===== src/rtl/me_stage.sv =====
// RV32I memory-access stage: aligns loads/stores onto a request/ready data bus
// and forwards registered results to ME/WB, stalling upstream while busy.
module me_stage #(
    parameter int unsigned ADDR_W = 32
) (
    input  logic              clk,
    input  logic              rst_n,
    input  logic [31:0]       val_out,
    input  logic              reg_w,
    input  logic [31:0]       reg_data,
    input  logic              mem_w,
    input  logic              mem_r,
    input  logic [ADDR_W-1:0] mem_addr,
    input  logic [31:0]       mem_data,
    input  logic [1:0]        mem_len,
    input  logic              mem_uns,
    output logic              dmem_req,
    output logic              dmem_we,
    output logic [ADDR_W-1:0] dmem_addr,
    output logic [31:0]       dmem_wdata,
    output logic [3:0]        dmem_wstrb,
    input  logic              dmem_ready,
    input  logic [31:0]       dmem_rdata,
    output logic              stall,
    output logic              wb_valid,
    output logic [31:0]       wb_val,
    output logic              wb_reg_w,
    output logic [31:0]       wb_reg_data,
    output logic              misalign
);

    typedef enum logic {S_IDLE, S_WAIT} state_t;

    state_t              state_q, state_d;
    logic                req_q, req_d, we_q, we_d;
    logic [ADDR_W-1:0]   addr_q, addr_d;
    logic [31:0]         wdata_q, wdata_d;
    logic [3:0]          wstrb_q, wstrb_d;
    logic                wb_valid_q, wb_valid_d, wb_reg_w_q, wb_reg_w_d;
    logic [31:0]         wb_val_q, wb_val_d, wb_reg_data_q, wb_reg_data_d;
    logic                misalign_q, misalign_d;
    logic [31:0]         c_val_q, c_val_d, c_reg_data_q, c_reg_data_d;
    logic                c_reg_w_q, c_reg_w_d, c_uns_q, c_uns_d, c_load_q, c_load_d;
    logic [1:0]          c_len_q, c_len_d, c_off_q, c_off_d;

    logic                aligned_c, go_c;
    logic [31:0]         lane_wdata_c, load_ext_c;
    logic [3:0]          lane_wstrb_c;
    logic [7:0]          ld_byte_c;
    logic [15:0]         ld_half_c;

    // Legality of the incoming access
    always_comb begin
        unique case (mem_len)
            2'b00:   aligned_c = 1'b1;
            2'b01:   aligned_c = ~mem_addr[0];
            2'b10:   aligned_c = (mem_addr[1:0] == 2'b00);
            default: aligned_c = 1'b0;
        endcase
    end

    assign go_c = (mem_r ^ mem_w) & aligned_c;

    // Store lane replication and byte strobes
    always_comb begin
        unique case (mem_len)
            2'b00: begin
                lane_wdata_c = {4{mem_data[7:0]}};
                lane_wstrb_c = 4'(4'b0001 << mem_addr[1:0]);
            end
            2'b01: begin
                lane_wdata_c = {2{mem_data[15:0]}};
                lane_wstrb_c = mem_addr[1] ? 4'b1100 : 4'b0011;
            end
            default: begin
                lane_wdata_c = mem_data;
                lane_wstrb_c = 4'b1111;
            end
        endcase
        if (mem_r) lane_wstrb_c = 4'b0000;
    end

    // Load lane extraction and extension
    always_comb begin
        unique case (c_off_q)
            2'd0:    ld_byte_c = dmem_rdata[7:0];
            2'd1:    ld_byte_c = dmem_rdata[15:8];
            2'd2:    ld_byte_c = dmem_rdata[23:16];
            default: ld_byte_c = dmem_rdata[31:24];
        endcase
        ld_half_c = c_off_q[1] ? dmem_rdata[31:16] : dmem_rdata[15:0];
        unique case (c_len_q)
            2'b00:   load_ext_c = {{24{~c_uns_q & ld_byte_c[7]}}, ld_byte_c};
            2'b01:   load_ext_c = {{16{~c_uns_q & ld_half_c[15]}}, ld_half_c};
            default: load_ext_c = dmem_rdata;
        endcase
    end

    always_comb begin
        state_d       = state_q;
        req_d         = req_q;
        we_d          = we_q;
        addr_d        = addr_q;
        wdata_d       = wdata_q;
        wstrb_d       = wstrb_q;
        wb_valid_d    = 1'b0;
        misalign_d    = 1'b0;
        wb_val_d      = wb_val_q;
        wb_reg_w_d    = wb_reg_w_q;
        wb_reg_data_d = wb_reg_data_q;
        c_val_d       = c_val_q;
        c_reg_data_d  = c_reg_data_q;
        c_reg_w_d     = c_reg_w_q;
        c_uns_d       = c_uns_q;
        c_load_d      = c_load_q;
        c_len_d       = c_len_q;
        c_off_d       = c_off_q;
        unique case (state_q)
            S_IDLE: begin
                if (go_c) begin
                    state_d      = S_WAIT;
                    req_d        = 1'b1;
                    we_d         = mem_w;
                    addr_d       = {mem_addr[ADDR_W-1:2], 2'b00};
                    wdata_d      = lane_wdata_c;
                    wstrb_d      = lane_wstrb_c;
                    c_val_d      = val_out;
                    c_reg_data_d = reg_data;
                    c_reg_w_d    = reg_w;
                    c_uns_d      = mem_uns;
                    c_load_d     = mem_r;
                    c_len_d      = mem_len;
                    c_off_d      = mem_addr[1:0];
                end else if (mem_r | mem_w) begin
                    misalign_d    = 1'b1;
                    wb_valid_d    = 1'b1;
                    wb_reg_w_d    = 1'b0;
                    wb_val_d      = val_out;
                    wb_reg_data_d = reg_data;
                end else begin
                    wb_valid_d    = 1'b1;
                    wb_val_d      = val_out;
                    wb_reg_w_d    = reg_w;
                    wb_reg_data_d = reg_data;
                end
            end
            S_WAIT: begin
                if (dmem_ready) begin
                    state_d       = S_IDLE;
                    req_d         = 1'b0;
                    wb_valid_d    = 1'b1;
                    wb_val_d      = c_load_q ? load_ext_c : c_val_q;
                    wb_reg_w_d    = c_reg_w_q;
                    wb_reg_data_d = c_reg_data_q;
                end
            end
            default: state_d = S_IDLE;
        endcase
    end

    always_ff @(posedge clk or negedge rst_n) begin
        if (!rst_n) begin
            state_q       <= S_IDLE;
            req_q         <= 1'b0;
            we_q          <= 1'b0;
            addr_q        <= '0;
            wdata_q       <= '0;
            wstrb_q       <= '0;
            wb_valid_q    <= 1'b0;
            misalign_q    <= 1'b0;
            wb_val_q      <= '0;
            wb_reg_w_q    <= 1'b0;
            wb_reg_data_q <= '0;
            c_val_q       <= '0;
            c_reg_data_q  <= '0;
            c_reg_w_q     <= 1'b0;
            c_uns_q       <= 1'b0;
            c_load_q      <= 1'b0;
            c_len_q       <= '0;
            c_off_q       <= '0;
        end else begin
            state_q       <= state_d;
            req_q         <= req_d;
            we_q          <= we_d;
            addr_q        <= addr_d;
            wdata_q       <= wdata_d;
            wstrb_q       <= wstrb_d;
            wb_valid_q    <= wb_valid_d;
            misalign_q    <= misalign_d;
            wb_val_q      <= wb_val_d;
            wb_reg_w_q    <= wb_reg_w_d;
            wb_reg_data_q <= wb_reg_data_d;
            c_val_q       <= c_val_d;
            c_reg_data_q  <= c_reg_data_d;
            c_reg_w_q     <= c_reg_w_d;
            c_uns_q       <= c_uns_d;
            c_load_q      <= c_load_d;
            c_len_q       <= c_len_d;
            c_off_q       <= c_off_d;
        end
    end

    // Held low during reset so upstream is never frozen by a discarded access
    assign stall = rst_n & (((state_q == S_IDLE) & go_c) | ((state_q == S_WAIT) & ~dmem_ready));

    assign dmem_req    = req_q;
    assign dmem_we     = we_q;
    assign dmem_addr   = addr_q;
    assign dmem_wdata  = wdata_q;
    assign dmem_wstrb  = wstrb_q;
    assign wb_valid    = wb_valid_q;
    assign wb_val      = wb_val_q;
    assign wb_reg_w    = wb_reg_w_q;
    assign wb_reg_data = wb_reg_data_q;
    assign misalign    = misalign_q;

endmodule


===== config.mk =====
export PLATFORM = sky130hd
export DESIGN_NAME = me_stage
export DESIGN_NICKNAME = d
export VERILOG_FILES = /design/src/rtl/me_stage.sv
export SDC_FILE = /design/constraint.sdc
export NUM_CORES = 1
export LEC_CHECK = 0
export ABC_CLOCK_PERIOD_IN_PS = 1960
export CAP_MARGIN = 20
export CORE_AREA = 2 2 154 156
export DETAILED_ROUTE_END_ITERATION = 7
export DIE_AREA = 0 0 156 158
export PLACE_DENSITY = 0.79
export SYNTH_ARGS = -nofsm -noshare
export SYNTH_HDL_FRONTEND = slang
export SYNTH_SLANG_ARGS = --single-unit

===== constraint.sdc =====
create_clock -name clk -period 1.96 [get_ports clk]
set_clock_uncertainty 0.15 [all_clocks]
set_input_delay 0.196 -clock clk [delete_from_list [all_inputs] [get_ports clk]]
set_output_delay 0.196 -clock clk [all_outputs]
set_load 0.01 [all_outputs]

# Word level (Yosys, flattened, before mapping)
# Cells that the tools add are included.
# W data, S select, Z words.
[word_totals]
reg_bits = 207
latchBits = 0
ram_bits = 0
mem_bits_ro = 0
output_inout_bits = 138
word_cells = 78
mem_count = 0
[classes]
n_addsub = 0
multipliers = 0
n_div = 0
magnitude_cmp = 0
eq_ne = 8
shift = 1
muxes = 31
n_bitwise = 13
n_reduce_logical = 7
[ops]
columns = ["cell", "count"]
rows = [
  ["$pmux W32 S2", 4],
  ["$mux W32", 5],
  ["$pmux W8 S3", 1],
  ["$mux W16", 1],
  ["$mux W1", 12],
  ["$logic_not A2 Y1", 4],
  ["$mux W4", 2],
  ["$pmux W1 S2", 4],
  ["$pmux W4 S2", 1],
  ["$and A1 B1 Y1", 6],
  ["$eq A2 B1 Y1 const B", 3],
  ["$ne A2 B2 Y1 const B", 3],
  ["$reduce_and A2 Y1", 3],
  ["$eq A2 B2 Y1 const B", 2],
  ["$not A1 Y1", 4],
  ["$shl A1 B2 Y4 const A", 1],
  ["$pmux W1 S3", 1],
  ["$or A1 B1 Y1", 2],
  ["$xor A1 B1 Y1", 1],
]

# Longest topological paths before layout
# Gate-level depths: netlist (run 1).
[logic_depth]
depth_word = 7
depth_mapped = 9

# Worst setup path after synthesis (run 1)
# No wires, ideal clock.
[synth_timing]
path_kind = "in2reg"
startpoint = "input port mem_w"
endpoint = "register c_val_q[22]"
setup_ps = 125
arrival_time_ps = 1825
required_ps = 1685
slack_ps = -140
cell_stages = 8
cell_sequence = "inv_1 > ha_1 > nor4b_4 > a31oi_4 > nand2b_4 > buf_4 > buf_6 > mux2_2"
[synth_between]
elab_chain_cells = 3
[synth_lines]
columns = ["element", "line_no", "rtl"]
rows = [
  ["start, declared", "11", "input logic mem_w,"],
  ["$xor A1 B1 Y1", "62", "assign go_c = (mem_r ^ mem_w) & aligned_c;"],
  ["$and A1 B1 Y1", "62", ""],
  ["$reduce_and A2 Y1 (no source line)", "n/a", ""],
  ["end signal, assigned", "193", "c_val_q <= c_val_d;"],
  ["end, declared", "42", "logic [31:0] c_val_q, c_val_d, c_reg_data_q, c_reg_data_d;"],
]
# Every way passes these cells.
# A chain may end at the register's enable or synchronous reset.

# Final worst setup path (run 1)
[layout_timing]
startpoint = "register c_off_q[0]"
endpoint = "register wb_val_q[21] (netlist: wb_val[21])"
[layout_between]
elab_chain_cells = 7
[layout_lines]
columns = ["element", "line_no", "rtl"]
rows = [
  ["start, declared", "44", "logic [1:0] c_len_q, c_len_d, c_off_q, c_off_d;"],
  ["start signal, assigned", "199", "c_off_q <= c_off_d;"],
  ["$eq A2 B2 Y1, or another cell as far along", "85", "unique case (c_off_q)"],
  ["$pmux W8 S3 (*)", "85", ""],
  ["$and A1 B1 Y1 (*)", "93", "2'b00: load_ext_c = {{24{~c_uns_q & ld_byte_c[7]}}, ld_byte_c};"],
  ["$pmux W32 S2 (*)", "92", "unique case (c_len_q)"],
  ["$mux W32 (*)", "152", "wb_val_d = c_load_q ? load_ext_c : c_val_q;"],
  ["$mux W32 (*)", "148", "if (dmem_ready) begin"],
  ["$pmux W32 S2 (*)", "118", "unique case (state_q)"],
  ["end signal, assigned", "190", "wb_val_q <= wb_val_d;"],
  ["end, declared", "40", "logic [31:0] wb_val_q, wb_val_d, wb_reg_data_q, wb_reg_data_d;"],
]
# Mark *: on every way between the ends. The rest lies on a longest branch, timed or not. The select of a mux whose other input is x is not followed.

==> flow_metrics.env, run 1 <==
export IMPL_core_area_mm2=0.0231
export IMPL_slew_headroom_pct=58.8
export IMPL_power_leakage_nw=6.03
export IMPL_area_growth_syn_to_layout_pct=47.7
export IMPL_grt_ovfl_total=0
export IMPL_drive_gt1_share_pct=11.4
export IMPL_max_vdd_ir_drop_mv=0.962
export IMPL_ios=307
export IMPL_num_vias=7872
export IMPL_htreeDepth=1
export IMPL_cts_tree="yes"
export IMPL_firstDrtPassIters=4
export IMPL_synth_top_cell_by_area="dfrtp_1"
export IMPL_cts_sinks=207
export IMPL_timing_hold_worst_path_depth=4
export IMPL_ys_types=50
export IMPL_fin_cells=1466
export IMPL_rsz0062_at_grt="no"
export IMPL_drt_wl_total_mm=27.9
export IMPL_synth_cells=827
export IMPL_fin_nets=1328
export IMPL_post_route_drc_count=0
export IMPL_final_setup_worst_slack_ps=35.6
export IMPL_clk_transition_reported_paths_ps=60
export IMPL_crit_path_start_kind="flip-flop"
export IMPL_die_width_um=156
export IMPL_critical_path_required_ps=2210
export IMPL_reg2reg_from="c_off_q[0]"
export IMPL_final_common_cell="clkdlybuf4s50_1"
export IMPL_powerDensity_mw_per_mm2=1550
export IMPL_regToRegSetupSlack_ps=40
export IMPL_start_util_pct=41.5
export IMPL_status="completed"
export IMPL_port_buffers=304
export IMPL_yosysTopAreaCellShare_pct=54.1
export IMPL_synth_flop_cell="dfrtp_1"
export IMPL_hold_path_class="in -> reg"
export IMPL_clock_path_buffers=3
export IMPL_yosys_warnings=0
export IMPL_drt_iter0_drc=331
export IMPL_die_area_mm2=0.0246
export IMPL_numCtsBuffers=24
export IMPL_cp_end_kind="flip-flop"
export IMPL_layout_common_cells="clkdlybuf4s50_1, dfrtp_1, mux2_1"
export IMPL_synth_area_mm2=0.00958
export IMPL_syn_avg_cell_area_um2=11.6
export IMPL_avgViaCountPerCell=5.37
export IMPL_path_class="reg -> reg"
export IMPL_hold_violations=0
export IMPL_rows=56
export IMPL_finalHoldWorstSlack_ps=86.5
export IMPL_critPathMaxFanout=15
export IMPL_antenna_left=0
export IMPL_maxSlewViolCount=0
export IMPL_post_route_min_period_ps=1920
export IMPL_ys_top_cells_by_area="dfrtp_1, mux2_1, mux2i_1"
export IMPL_grt_max_degree=110
export IMPL_dp_slack_ps=-816
export IMPL_dp_cells=1413
export IMPL_crit_arrival_ps=2180
export IMPL_min_delay_start="mem_w"
export IMPL_avgRoutedWirePerCell_um=19.0
export IMPL_die_h_um=158
export IMPL_grt_pass1_vias=7945
export IMPL_grt_pass1_wl_mm=42.5
export IMPL_clockRootBuffer="clkbuf_16"
export IMPL_r2r_end="wb_val[21]"
export IMPL_period_share_pct=98.2
export IMPL_gp_congestion=0.854
export IMPL_maxCapViolations=0
export IMPL_max_freq_mhz=520
export IMPL_yosysSeqAreaShare_pct=54.1
export IMPL_synth_async_reset_ratio_pct=100
export IMPL_hpwl_mm=19.9
export IMPL_insertion_delay_ps=510
export IMPL_worst_pin_slew_ps=618
export IMPL_synth_seq_cells=207
export IMPL_setup_violations=0
export IMPL_grt_usage_pct=21.7
export IMPL_grt_antenna_before_repair=1
export IMPL_rr_worst_depth=6
export IMPL_synth_edf_count=0
export IMPL_min_to="misalign"
==> registers in the layout, summed over array words and instances, names as in the netlist, 2 cells and up <==
signal,cells
c_len_q,2
dmem_wstrb,4
c_off_q,2
dmem_addr,30
wb_val,32
c_reg_data_q,32
dmem_wdata,32
wb_reg_data,32
c_val_q,32
==> report_power, final <==
part / total (mW) / internal (mW) / switching, mW / leakage, nW
registers: 7.65 / 6.44 / 1.21 / 2.45
clock network: 4.60 / 2.85 / 1.75 / 0.405
logic: 9.64 / 5.19 / 4.45 / 3.17
total: 21.9 / 14.5 / 7.41 / 6.03
==> per-layer routing <==
metal	vias to the layer above	share of wire, %	track usage (%)
met3	50	8.2	6.68
met5	-	0	0
met2	284	49	37.1
met1	3881	40	26.7
li1	3657	-	-
met4	0	2.5	5.81
==> worst max-delay path by stage <==
stage,startpoint,endpoint,slack [ps],cells after the start
floorplan,mem_r,c_len_q[0],-9,8
global placement,mem_r,wb_val[16],-710,10
detailed placement,mem_r,wb_val[28],-820,10
CTS,state_q,stall,20,3
global route,c_off_q[1],wb_val[6],0.3,6
finish,c_off_q[0],wb_val[21],40,6
==> per-stage QoR <==
stage                     cell area [um2]  setup TNS (ps)  power (mW)  utilization (%)
after CTS                           14100               0        22.0             61.0
final                               14100               0        21.9             61.4
after floorplan                      9600            -752        12.2                -
after global routing                14100               0        23.2             61.4
after detailed placement            13200         -123600        17.2             57.1
after global placement              13200         -115230        16.8             57.1
==> critical path, cell delays in order (launching register included) <==
cell and delay [ps]:
dfrtp_1 450, mux2i_1 150, o21ai_0 210, a41o_2 370, nor2_4 70, buf_12 150
a211oi_1 260
==> cell families after synthesis <==
kind of cell,count (synthesis),share of synthesized area (%)
buffers and inverters,81,4.94
muxes,171,19.2
DFF,207,54.1
AOI/OAI and AO/OA,228,14.9
adders and majority gates,1,0.131
and+or+nand+nor,138,6.66
other,1,0.0392
==> synthesized netlist by cell type, types with 2 or more instances <==
| library cell | instances |
|---|---|
| dfrtp_1 | 207 |
| mux2_1 | 90 |
| a21oi_1 | 71 |
| mux2i_1 | 68 |
| nor2_1 | 67 |
| o21ai_0 | 60 |
| nand2_1 | 39 |
| clkbuf_1 | 26 |
| buf_2 | 24 |
| o22ai_1 | 22 |
| a221oi_1 | 21 |
| a211oi_1 | 15 |
| inv_1 | 13 |
| mux2_2 | 13 |
| buf_8 | 10 |
| o221ai_1 | 10 |
| a22o_1 | 7 |
| nor2b_1 | 7 |
| nor3b_1 | 6 |
| buf_4 | 5 |
| a21boi_0 | 4 |
| o31ai_1 | 4 |
| a21o_1 | 3 |
| and2_1 | 3 |
| and3_1 | 3 |
| or3_1 | 3 |
| nand3_1 | 2 |
| nand3b_1 | 2 |
==> what timing repair did <==
| action | CTS | global route |
|---|---|---|
| buffers inserted | 3 | 3 |
| pin swaps | 3 | 2 |
| endpoints found under the hold margin | 208 | 1 |
| gates resized for setup | 13 | 5 |
| endpoints found under the setup margin | 184 | 11 |
| hold buffers | 2 | 1 |
==> area by class of cell <==
cell class                 count  area, um2
clock inverter                 6       86.3
timing repair buffer         370       3730
inverter                      15       58.8
antenna                        1       2.50
multi-input combinational    540       3980
sequential                   207       5180
fill                        1834       8910
clock buffer                  37        741
tap                          290        363
(Power assumes the default switching activity.)
==> run 2: changes to the inputs <==
==> constraint.sdc (replaced) <==
create_clock -name clk -period 1.96 [get_ports clk]
set_clock_uncertainty 0.15 [all_clocks]
set_input_delay 0.196 -clock clk [delete_from_list [all_inputs] [get_ports clk]]
set_output_delay 0.196 -clock clk [all_outputs]
set_load 0.02 [all_outputs]
==> flow_metrics.env, run 2 (synthesis gave the netlist of run 1 again) <==
export IMPL_drt_iter0_drc=429
export IMPL_antenna_left=0
export IMPL_htreeDepth=1
export IMPL_crit_family="buffers and inverters"
export IMPL_fin_setup_tns_ps=0
export IMPL_hold_path_class="in -> reg"
export IMPL_critical_path_buf_inv_count=1
export IMPL_numCtsBuffers=24
export IMPL_p_int_mw=14.5
export IMPL_maxCapViolations=0
export IMPL_slowest_delay_ps=670
export IMPL_ios=307
export IMPL_grt_pass1_vias=8196
export IMPL_crit_path_start_kind="flip-flop"
export IMPL_worst_pin_slew_ps=740
export IMPL_cts_sinks=207
export IMPL_insertion_delay_ps=510
export IMPL_rows=56
export IMPL_hold_violations=0
export IMPL_maxSlewViolCount=0
export IMPL_slowest_stage="clkdlybuf4s50_1"
export IMPL_path_class="reg -> out"
export IMPL_fin_cells=1463
export IMPL_drive_gt1_share_pct=11.5
export IMPL_num_vias=7975
export IMPL_slew_headroom_pct=50.7
export IMPL_fin_nets=1325
export IMPL_cp_end_kind="output pin"
export IMPL_grt_ovfl_total=0
export IMPL_combPwrFrac_pct=47.1
export IMPL_final_setup_worst_slack_ps=51.7
export IMPL_finalHoldWorstSlack_ps=17.8
export IMPL_setup_violations=0
export IMPL_port_buffers=304
export IMPL_firstDrtPassIters=4
export IMPL_max_freq_mhz=524
export IMPL_avgRoutedWirePerCell_um=19.7
export IMPL_post_route_drc_count=0
export IMPL_grt_pass1_wl_mm=44.1
export IMPL_drt_wl_total_mm=28.9
export IMPL_clk_transition_reported_paths_ps=60
export IMPL_final_core_util_pct=61.5
export IMPL_grt_antenna_before_repair=3
export IMPL_p_seq_share_pct=33.3
export IMPL_clockRootBuffer="clkbuf_16"
export IMPL_final_common_cell="clkdlybuf4s50_1"
export IMPL_area_growth_syn_to_layout_pct=47.9
export IMPL_dp_cells=1412
export IMPL_clock_path_buffers=3
export IMPL_hpwl_mm=20.2
export IMPL_path_cells="clkdlybuf4s50_1"
export IMPL_die_h_um=158
export IMPL_switchingPower_mw=8.66
export IMPL_start_util_pct=41.5
export IMPL_rsz0062_at_grt="no"
export IMPL_power_leakage_nw=6.03
export IMPL_status="completed"
export IMPL_core_area_mm2=0.0231
export IMPL_grt_max_degree=121
export IMPL_die_area_mm2=0.0246
export IMPL_dp_slack_ps=-708
export IMPL_post_route_min_period_ps=1910
export IMPL_max_vdd_ir_drop_mv=1.00
export IMPL_clkPwrFrac_pct=19.6
export IMPL_cts_tree="yes"
export IMPL_crit_arrival_ps=1560
export IMPL_grt_usage_pct=22.5
export IMPL_power_switching_share_pct=37.4
export IMPL_powerDensity_mw_per_mm2=1630
export IMPL_layout_common_cells="clkdlybuf4s50_1, dfrtp_1, mux2_1"
export IMPL_critPathMaxFanout=2
export IMPL_period_share_pct=97.4
export IMPL_die_width_um=156
export IMPL_gp_congestion=0.848
export IMPL_avgViaCountPerCell=5.45
export IMPL_critical_path_required_ps=1610
run 2: cell types whose count changed in the layout (fill, tap and decap cells not counted), moves of 2 or more:
cell,before,now
buf_4,48,44
clkinv_2,2,0
buf_12,14,16
clkbuf_8,8,10
a221oi_1,20,18
diode_2,1,3
a221oi_2,1,3
run 2: final timing paths:
| path | start | endpoint | slack [ps] | depth (start not counted) |
|---|---|---|---|---|
| worst max-delay path | wb_val[6] | wb_val[6] | 50 | 1 |
| max in group asynchronous | rst_n | state_q | 860 | 3 |
| worst min-delay path | mem_addr[0] | c_off_q[0] | 20 | 3 |
| worst max register to register | c_off_q[0] | wb_val[15] | 90 | 5 |
| worst min register to register | c_val_q[10] | c_val_q[10] | 330 | 2 |
| min in group asynchronous | rst_n | dmem_wdata[17] | 170 | 3 |
run 2: power by group through the flow:
stage	Clock (mW)	Combinational, mW	Sequential, mW
finish	4.54	10.9	7.70
global placement	0	10.4	7.63
CTS	4.66	10.8	7.70
floorplan	0	4.10	9.20
detailed placement	0	10.6	7.73
global route	4.84	11.7	7.94
run 2: what timing repair did:
item | in CTS | in global routing
endpoints found under the hold margin | 208 | 0
pin swaps | 2 | 4
cloned | 0 | 1
buffers inserted | 4 | 1
endpoints found under the setup margin | 49 | 36
resized for setup | 6 | 13
hold buffers | 2 | 0
run 2: cell type report:
type	count	area [um2]
clock buffers	39	768
inverters	15	62.6
flip-flops and latches	207	5180
well taps	290	363
repair buffers	367	3750
fillers	1830	8890
clock inverters	2	38.8
multi-input cells	540	4000
diodes	3	7.51
run 2: per-layer routing:
layer	GRT usage (%)	vias to the layer above	share of wire, %
li1	-	3661	-
met1	28.6	3924	40
met2	38.1	330	50
met3	5.83	60	8.0
met4	6.47	0	2.7
met5	0	-	0
run 2: per-stage QoR:
step,area [um2],power [mW]
final,14200,23.1
after global placement,13200,18.0
after CTS,14100,23.2
after global routing,14200,24.4
after detailed placement,13200,18.4
after floorplan,9600,13.3
